==> src/rtl/pcm_decoder.sv <==
// Frame synchroniser and channel demultiplexer for a serial NRZ-L PCM stream.
// Define PCM_DECODER_ERRCNT_EN to build the saturating sync-miss counter; otherwise Sync_Err_Count is 0.
module pcm_decoder #(
    parameter logic [15:0] SYNC_WORD      = 16'hEB90,
    parameter int          CHANNELS       = 128,
    parameter int          CONFIRM_FRAMES = 2,
    parameter int          MISS_LIMIT     = 3
) (
    input  logic        CLOCK_Bit,
    input  logic        Reset_N,
    input  logic        PCM,
    output logic [7:0]  Data_Word,
    output logic [6:0]  Channel_Index,
    output logic        Word_Valid,
    output logic        Frame_Start,
    output logic        Sync_Lock,
    output logic [15:0] Sync_Err_Count
);

    typedef enum logic [1:0] {
        ST_SEARCH = 2'd0,
        ST_CHECK  = 2'd1,
        ST_LOCK   = 2'd2
    } state_t;

    localparam logic [9:0] LAST_POS   = 10'(CHANNELS * 8 - 1);
    localparam logic [7:0] HIT_TARGET = 8'(CONFIRM_FRAMES + 1);
    localparam logic [7:0] MISS_MAX   = 8'(MISS_LIMIT);

    state_t      state_q, state_d;
    // Only the 15 youngest bits are ever needed; the 16th comes straight from PCM.
    logic [14:0] sh_q;
    logic [9:0]  bit_pos_q, bit_pos_d;
    logic [7:0]  hit_cnt_q, hit_cnt_d;
    logic [7:0]  miss_cnt_q, miss_cnt_d;
    logic [7:0]  data_q, data_d;
    logic [6:0]  chan_q, chan_d;
    logic        word_valid_q, word_valid_d;
    logic        frame_start_q, frame_start_d;
    logic        sync_lock_q, sync_lock_d;

    logic [15:0] cand_s;
    logic        sync_hit_s;
    logic        at_sync_s;
    logic [9:0]  pos_inc_s;
    logic [7:0]  hit_inc_s;
    logic [7:0]  miss_inc_s;

    assign cand_s     = {sh_q, PCM};
    assign sync_hit_s = (cand_s == SYNC_WORD);
    assign at_sync_s  = (bit_pos_q == 10'd15);
    assign pos_inc_s  = (bit_pos_q == LAST_POS) ? 10'd0 : bit_pos_q + 10'd1;
    assign hit_inc_s  = hit_cnt_q + 8'd1;
    assign miss_inc_s = miss_cnt_q + 8'd1;

    // State, shift register, frame position and hit/miss counters.
    always_ff @(posedge CLOCK_Bit) begin
        if (!Reset_N) begin
            state_q    <= ST_SEARCH;
            sh_q       <= 15'd0;
            bit_pos_q  <= 10'd0;
            hit_cnt_q  <= 8'd0;
            miss_cnt_q <= 8'd0;
        end else begin
            state_q    <= state_d;
            sh_q       <= cand_s[14:0];
            bit_pos_q  <= bit_pos_d;
            hit_cnt_q  <= hit_cnt_d;
            miss_cnt_q <= miss_cnt_d;
        end
    end

    // Next-state logic: search, confirm, then flywheel through isolated misses.
    always_comb begin
        state_d    = state_q;
        bit_pos_d  = bit_pos_q;
        hit_cnt_d  = hit_cnt_q;
        miss_cnt_d = miss_cnt_q;
        case (state_q)
            ST_SEARCH: begin
                miss_cnt_d = 8'd0;
                if (sync_hit_s) begin
                    state_d   = ST_CHECK;
                    bit_pos_d = 10'd16;
                    hit_cnt_d = 8'd1;
                end else begin
                    state_d = ST_SEARCH;
                end
            end
            ST_CHECK: begin
                bit_pos_d = pos_inc_s;
                if (at_sync_s && sync_hit_s) begin
                    hit_cnt_d = hit_inc_s;
                    if (hit_inc_s == HIT_TARGET) begin
                        state_d    = ST_LOCK;
                        miss_cnt_d = 8'd0;
                    end else begin
                        state_d = ST_CHECK;
                    end
                end else if (at_sync_s) begin
                    state_d = ST_SEARCH;
                end else begin
                    state_d = ST_CHECK;
                end
            end
            ST_LOCK: begin
                bit_pos_d = pos_inc_s;
                if (at_sync_s && sync_hit_s) begin
                    miss_cnt_d = 8'd0;
                end else if (at_sync_s && (miss_inc_s >= MISS_MAX)) begin
                    state_d    = ST_SEARCH;
                    miss_cnt_d = 8'd0;
                end else if (at_sync_s) begin
                    miss_cnt_d = miss_inc_s;
                end else begin
                    miss_cnt_d = miss_cnt_q;
                end
            end
            default: begin
                state_d = ST_SEARCH;
            end
        endcase
    end

    // Output logic: a channel completes on its last bit, sync channels 0-1 excluded.
    always_comb begin
        data_d        = data_q;
        chan_d        = chan_q;
        word_valid_d  = 1'b0;
        frame_start_d = 1'b0;
        sync_lock_d   = (state_d == ST_LOCK);
        if ((state_q == ST_LOCK) && (bit_pos_q[2:0] == 3'd7) && (bit_pos_q >= 10'd23)) begin
            data_d       = cand_s[7:0];
            chan_d       = bit_pos_q[9:3];
            word_valid_d = 1'b1;
        end else begin
            word_valid_d = 1'b0;
        end
        if (at_sync_s && sync_hit_s &&
            ((state_q == ST_LOCK) || ((state_q == ST_CHECK) && (hit_inc_s == HIT_TARGET)))) begin
            frame_start_d = 1'b1;
        end else begin
            frame_start_d = 1'b0;
        end
    end

    // Registered outputs.
    always_ff @(posedge CLOCK_Bit) begin
        if (!Reset_N) begin
            data_q        <= 8'd0;
            chan_q        <= 7'd0;
            word_valid_q  <= 1'b0;
            frame_start_q <= 1'b0;
            sync_lock_q   <= 1'b0;
        end else begin
            data_q        <= data_d;
            chan_q        <= chan_d;
            word_valid_q  <= word_valid_d;
            frame_start_q <= frame_start_d;
            sync_lock_q   <= sync_lock_d;
        end
    end

    assign Data_Word     = data_q;
    assign Channel_Index = chan_q;
    assign Word_Valid    = word_valid_q;
    assign Frame_Start   = frame_start_q;
    assign Sync_Lock     = sync_lock_q;

`ifdef PCM_DECODER_ERRCNT_EN
    logic [15:0] err_cnt_q, err_cnt_d;
    logic        lock_miss_s;

    assign lock_miss_s = (state_q == ST_LOCK) && at_sync_s && !sync_hit_s;

    // Saturating count of sync misses seen while locked.
    always_comb begin
        err_cnt_d = err_cnt_q;
        if (lock_miss_s && (err_cnt_q != 16'hFFFF)) begin
            err_cnt_d = err_cnt_q + 16'd1;
        end else begin
            err_cnt_d = err_cnt_q;
        end
    end

    // Miss counter register, cleared only by reset.
    always_ff @(posedge CLOCK_Bit) begin
        if (!Reset_N) begin
            err_cnt_q <= 16'd0;
        end else begin
            err_cnt_q <= err_cnt_d;
        end
    end

    assign Sync_Err_Count = err_cnt_q;
`else
    assign Sync_Err_Count = 16'h0000;
`endif

endmodule

==> config.mk <==
export PLATFORM = sky130hd
export DESIGN_NAME = pcm_decoder
export DESIGN_NICKNAME = d
export VERILOG_FILES = /design/src/rtl/pcm_decoder.sv
export SDC_FILE = /design/constraint.sdc
export NUM_CORES = 1
export LEC_CHECK = 0
export BUFFER_PORTS_ARGS = -buffer_cell sky130_fd_sc_hd__buf_2
export CAP_MARGIN = 20
export CORE_MARGIN = 4
export CORE_UTILIZATION = 50
export DETAILED_ROUTE_END_ITERATION = 7
export GPL_TIMING_DRIVEN = 1
export PLACE_DENSITY_LB_ADDON = 0.1
export REMOVE_ABC_BUFFERS = 1
export SYNTH_ARGS = -nofsm -noshare
export SYNTH_HDL_FRONTEND = slang
export SYNTH_SLANG_ARGS = --single-unit
==> constraint.sdc <==
create_clock -name CLOCK_Bit -period 3.6 [get_ports CLOCK_Bit]
set_clock_uncertainty 0.2 [all_clocks]
set_input_delay 0.72 -clock CLOCK_Bit [delete_from_list [all_inputs] [get_ports CLOCK_Bit]]
set_output_delay 0.72 -clock CLOCK_Bit [all_outputs]
set_load 0.05 [all_outputs]
==> run_results.csv, run 1 <==
group,metric,value,unit
sta,min_period,2.47,ns
sta,setup_violations,0,
placed_design,dp.final_hpwl,3730,um
clock_network,htreeDepth,3,
sta,tightest_slew,0.854,ns
clock_network,post-cts-setup-buffer-count,0,
final_layout,nFillCells,516,
grt,grt_first_pass_wirelength,9500,um
synth,ys_seq_area_share,41.5,%
clock_network,clock-sinks,61,
grt,grt_pass1_vias,2054,
grt,antenna_found_initial,0,
floorplanning,pin_count,37,
synth,yosysWarnings,0,
final_layout,layout_commonest_cell,"dfxtp_1",
synth,synth_top_area_share,41.5,%
power_and_ir_drop,vdd_drop_max,0.290,mV
routing,drc,0,
clock_network,clk_path_buf_depth,2,
power_and_ir_drop,power.total,1.25,mW
sta,finalHoldViolCount,0,
run,max-cap-violations,0,
clock_network,cts_hold_buf,0,
routing,drt_pass1_iterations,4,
grt,grt_max_degree,40,
clock_network,numCtsBuffers,9,
critical_path,cp-startpoint,"PCM",
critical_path,reg2reg_from,"hit_cnt_q[0]",
synth,synth_edf_count,0,
floorplanning,rows,27,
critical_path,critPathRequiredTime,3.63,ns
routing,routed_wl,5430,um
synth,avgSynthCellArea,9.14,um2
final_layout,layout_common_cells,"61 x dfxtp_1, 28 x nor2_1, 21 x nand2_1",
critical_path,arrival,2.51,ns
grt,grt-ovfl-total,0,
placed_design,place.gp.congestion,0.818,
synth,synth_cell_type_count,57,
sta,fin_tns_setup,0,ns
sta,rsz0062_at_grt,"no",
floorplanning,die_y,84.7,um
sta,max_slew_margin,41.4,%
floorplanning,die_w,84.7,um
synth,syn_inst,322,
synth,async_flop_share,0,%
floorplanning,core_area,0.00561,mm2
synth,synth_area,0.00294,mm2
power_and_ir_drop,power_density,395,mW/mm2
routing,ant_nets,0,
routing,wire_per_inst,13.1,um
sta,fin_ws,1.13,ns
routing,vias_per_cell,5.40,
floorplanning,floorplan.initialDensity,52.5,%
synth,yosys-top-cells-area,"dfxtp_1 42%, mux2i_1 4.8%, ha_1 4.3%",
final_layout,diodes,0,
min_path,worst_hold_path_type,"reg -> reg",
placed_design,io_buffers,20,
sta,finalCritPeriodShare,68.7,%
synth,synth_seq_cells,61,
synth,synthFlopType,"dfxtp_1",
clock_network,cts-resized-gates,0,
floorplanning,die-area,0.00717,mm2
grt,grtUsageTotal,16.4,%
critical_path,crit_fanout,11,
final_layout,drive_above_1_share,14.8,%
final_layout,area_growth_syn_to_layout,7.32,%
sta,clock.fmax,404,MHz
routing,drtIter0Drc,105,
clock_network,clock_latency,0.34,ns
status,outcome,"finished, final reports clean",
critical_path,critical_path_class,"in -> reg",
clock_network,path_clk_slew,0.07,ns
power_and_ir_drop,p_leak,1.33,nW
clock_network,cts_tree,"done",
critical_path,start_kind,"input pin",
placed_design,dp_slack,0.793,ns
min_path,hp-start,"sh_q[12]",
critical_path,end_kind,"register",
final_layout,nNetsFinal,352,
final_layout,finish.utilization,56.3,%
clock_network,cts_root_buf,"clkbuf_8",
sta,slew_violations,0,
routing,vias,2246,
synth,synth_top_area_cell,"dfxtp_1",
-- per-layer routing --
layer	global-route usage (%)	wire length, um	vias up
met3	6.48	295	5
met2	25.6	2420	55
met4	4.75	56	0
met1	21.0	2660	1044
met5	0	0	-
li1	-	-	1142
-- report_power, final --
part / switching (mW) / internal [mW]
Clock: 0.267 / 0.248
Combinational: 0.0485 / 0.00356
Sequential: 0.00184 / 0.676
-- final cells by class --
cell class,count,area [um2],share of cell area [%]
timing repair buffer,21,108,3.41
tap,72,90.1,2.85
multi-input combinational,237,1540,48.7
sequential,61,1220,38.7
clock inverter,6,40.0,1.27
clock buffer,10,128,4.04
inverter,9,33.8,1.07
-- worst max-delay path: stages --
cell     delay [ns]
buf_2          0.12
nor4b_4        0.33
and4_1         0.35
mux2i_1        0.32
nor4b_1        0.44
xnor2_1        0.17
nor2_1         0.05
-- worst paths after layout --
kind,end,slack (ns),depth (start not counted)
setup reg to reg,miss_cnt_q[1],1.20,7
hold / removal,sh_q[13],0.25,1
hold reg to reg,sh_q[13],0.25,1
setup / recovery,bit_pos_q[8],1.13,7
-- logic make-up (layout without fill, tap and decap cells) --
group,Yosys count,in the layout,synth area share (%)
and+or+nand+nor,131,131,26.3
DFF,61,61,41.5
AOI/OAI and AO/OA,58,58,12.5
buffers and inverters,39,46,8.17
muxes,14,14,4.76
adders and majority gates,10,10,4.25
xor gates and xnor gates,8,8,2.38
other,1,16,0.127
-- stage by stage --
stage	instance area (um2)	hold slack, ns	cells
floorplan	2790	0.222	307
global placement	2990	0.231	400
detailed placement	2990	0.234	400
CTS	3160	0.255	416
global route	3160	0.280	416
finish	3160	0.250	416
-- sequential cells by signal, summed over array words and instances, names as in the netlist --
register       count
Sync_Lock          1
bit_pos_q         10
state_q            2
Channel_Index      7
Data_Word          8
miss_cnt_q         8
Frame_Start        1
Word_Valid         1
sh_q              15
hit_cnt_q          8
-- Yosys cell counts, types with 2 or more instances --
cell / instances
dfxtp_1: 61
or2_1: 2
nand3_1: 10
mux2i_1: 14
inv_1: 9
nor3b_1: 7
or4_1: 2
o21a_1: 2
nand2b_1: 2
and4b_2: 2
or3_1: 4
nand4b_1: 2
clkbuf_1: 6
nand2_1: 21
o21ai_0: 13
a21oi_1: 19
buf_6: 3
ha_1: 10
nand4_1: 7
a31oi_1: 5
a22oi_1: 6
nor2_1: 28
and3_1: 5
xor2_1: 5
xnor2_1: 3
and4_1: 2
and2_1: 18
buf_4: 16
nor4b_1: 2
buf_2: 4
nor3_1: 6
(Power assumes the default switching activity.)
==> run 2, diff against run 1 <==
==> constraint.sdc (replaced) <==
create_clock -name CLOCK_Bit -period 2.4 [get_ports CLOCK_Bit]
set_clock_uncertainty 0.2 [all_clocks]
set_input_delay 0.48 -clock CLOCK_Bit [delete_from_list [all_inputs] [get_ports CLOCK_Bit]]
set_output_delay 0.48 -clock CLOCK_Bit [all_outputs]
set_load 0.05 [all_outputs]
==> run_results.csv, run 2 (synthesis gave the netlist of run 1 again) <==
group,metric,value,unit
status,outcome,"finished, final reports clean",
final_layout,layout_common_cells,"61 x dfxtp_1, 28 x nor2_1, 21 x nand2_1",
power_and_ir_drop,power_density,638,mW/mm2
critical_path,critPathMaxStageDelay,0.48,ns
sta,min_period,2.21,ns
grt,grtUsageTotal,16.8,%
routing,ant_nets,0,
clock_network,clk_path_buf_depth,2,
critical_path,arrival,2.25,ns
sta,hold_ws,0.207,ns
sta,finalCritPeriodShare,92.0,%
power_and_ir_drop,p_leak,1.41,nW
power_and_ir_drop,power.total,2.11,mW
grt,grt-ovfl-total,0,
routing,vias_per_cell,5.33,
grt,antenna_found_initial,0,
floorplanning,core_area,0.00561,mm2
routing,vias,2274,
floorplanning,pin_count,37,
sta,fin_tns_setup,0,ns
final_layout,area_growth_syn_to_layout,12.2,%
routing,wire_per_inst,13.0,um
critical_path,start_kind,"register",
clock_network,cts_hold_buf,0,
grt,grt_first_pass_wirelength,9840,um
placed_design,io_buffers,20,
routing,drtIter0Drc,138,
critical_path,critical_path_class,"reg -> reg",
sta,setup_violations,0,
clock_network,clock-sinks,61,
grt,grt_pass1_vias,2144,
sta,rsz0062_at_grt,"no",
sta,clock.fmax,453,MHz
critical_path,end_kind,"register",
floorplanning,rows,27,
final_layout,drive_above_1_share,17.7,%
critical_path,cp_slowest_cell,"or4_1",
routing,routed_wl,5540,um
routing,drt_pass1_iterations,4,
sta,slew_violations,0,
clock_network,cts_root_buf,"clkbuf_8",
sta,finalHoldViolCount,0,
critical_path,cp_cell_sequence,"nand4_1 > o21a_1 > or4_1 > or2_1 > a31o_1 > a22oi_1",
clock_network,numCtsBuffers,9,
placed_design,dp.final_hpwl,3930,um
floorplanning,die_w,84.7,um
min_path,worst_hold_path_type,"in -> reg",
power_and_ir_drop,vdd_drop_max,0.451,mV
clock_network,htreeDepth,3,
final_layout,nNetsFinal,363,
final_layout,regMostFlops,"sh_q",
critical_path,critPathRequiredTime,2.44,ns
critical_path,crit_fanout,5,
floorplanning,die-area,0.00717,mm2
final_layout,layout_commonest_cell,"dfxtp_1",
min_path,hold_path_depth,2,
clock_network,path_clk_slew,0.07,ns
final_layout,regArea,0.00122,mm2
final_layout,multiInputGateArea,0.00154,mm2
floorplanning,floorplan.initialDensity,52.5,%
final_layout,diodes,0,
clock_network,clock_latency,0.34,ns
placed_design,place.gp.congestion,0.810,
grt,grt_max_degree,40,
run,max-cap-violations,0,
clock_network,cts-resized-gates,0,
final_layout,nFillCells,515,
critical_path,rr_worst_depth,6,
floorplanning,die_y,84.7,um
routing,drc,0,
final_layout,reg_top3,"sh_q: 15 flops, bit_pos_q: 10 flops",
clock_network,post-cts-setup-buffer-count,0,
final_layout,largest_reg_flops,15,
clock_network,cts_tree,"done",
-- run 2: cell types whose count changed in the layout (fill, tap and decap cells not counted) --
cell	previous run	this run
clkinvlp_4	1	2
a21oi_1	19	18
buf_4	1	12
bufinv_16	0	2
a21oi_2	1	2
clkinv_4	2	1
clkinv_2	3	0
clkbuf_8	9	10
-- run 2: worst paths after layout --
kind | start | endpoint | slack, ns
worst min-delay path | PCM | sh_q[0] | 0.21
worst max-delay path | miss_cnt_q[5] | Sync_Lock | 0.19
worst min register to register | sh_q[12] | sh_q[13] | 0.25
worst max register to register | miss_cnt_q[5] | Sync_Lock | 0.19
-- run 2: layer usage --
metal	global-route usage (%)	part of all wire (%)	vias to the layer above
li1	-	-	1161
met1	21.3	47	1041
met2	26.3	45	59
met3	4.91	5.4	13
met4	7.91	2.2	0
met5	0	0	-
-- run 2: critical path: cells and delay by family (launching register included) --
family,cells,cell delay [ns]
DFF,1,0.42
AOI/OAI and AO/OA,3,0.63
and+or+nand+nor,3,0.86
-- run 2: report_power, final --
part | total (mW) | switching (mW) | internal, mW
clock network | 1.01 | 0.396 | 0.615
logic | 0.0787 | 0.0734 | 0.00535
registers | 1.02 | 0.00263 | 1.01
-- run 2: through the flow --
step           area [um2]  util (%)  setup WS (ns)  std cells
2_1_floorplan        2790         -          0.205        307
3_3_place_gp         3070      54.8          0.136        411
3_5_place_dp         3070      54.8         0.0936        411
4_1_cts              3300      58.8         0.0802        427
5_1_grt              3300      58.9         0.0162        427
6_report             3300      58.9          0.192        427
-- run 2: cell type report --
class,count,area share [%]
Tap cell,72,2.73
Multi-Input combinational cell,237,46.7
Inverter,9,1.02
Sequential cell,61,37.0
Timing Repair Buffer,32,5.76
Clock buffer,11,4.28
Clock inverter,5,2.54
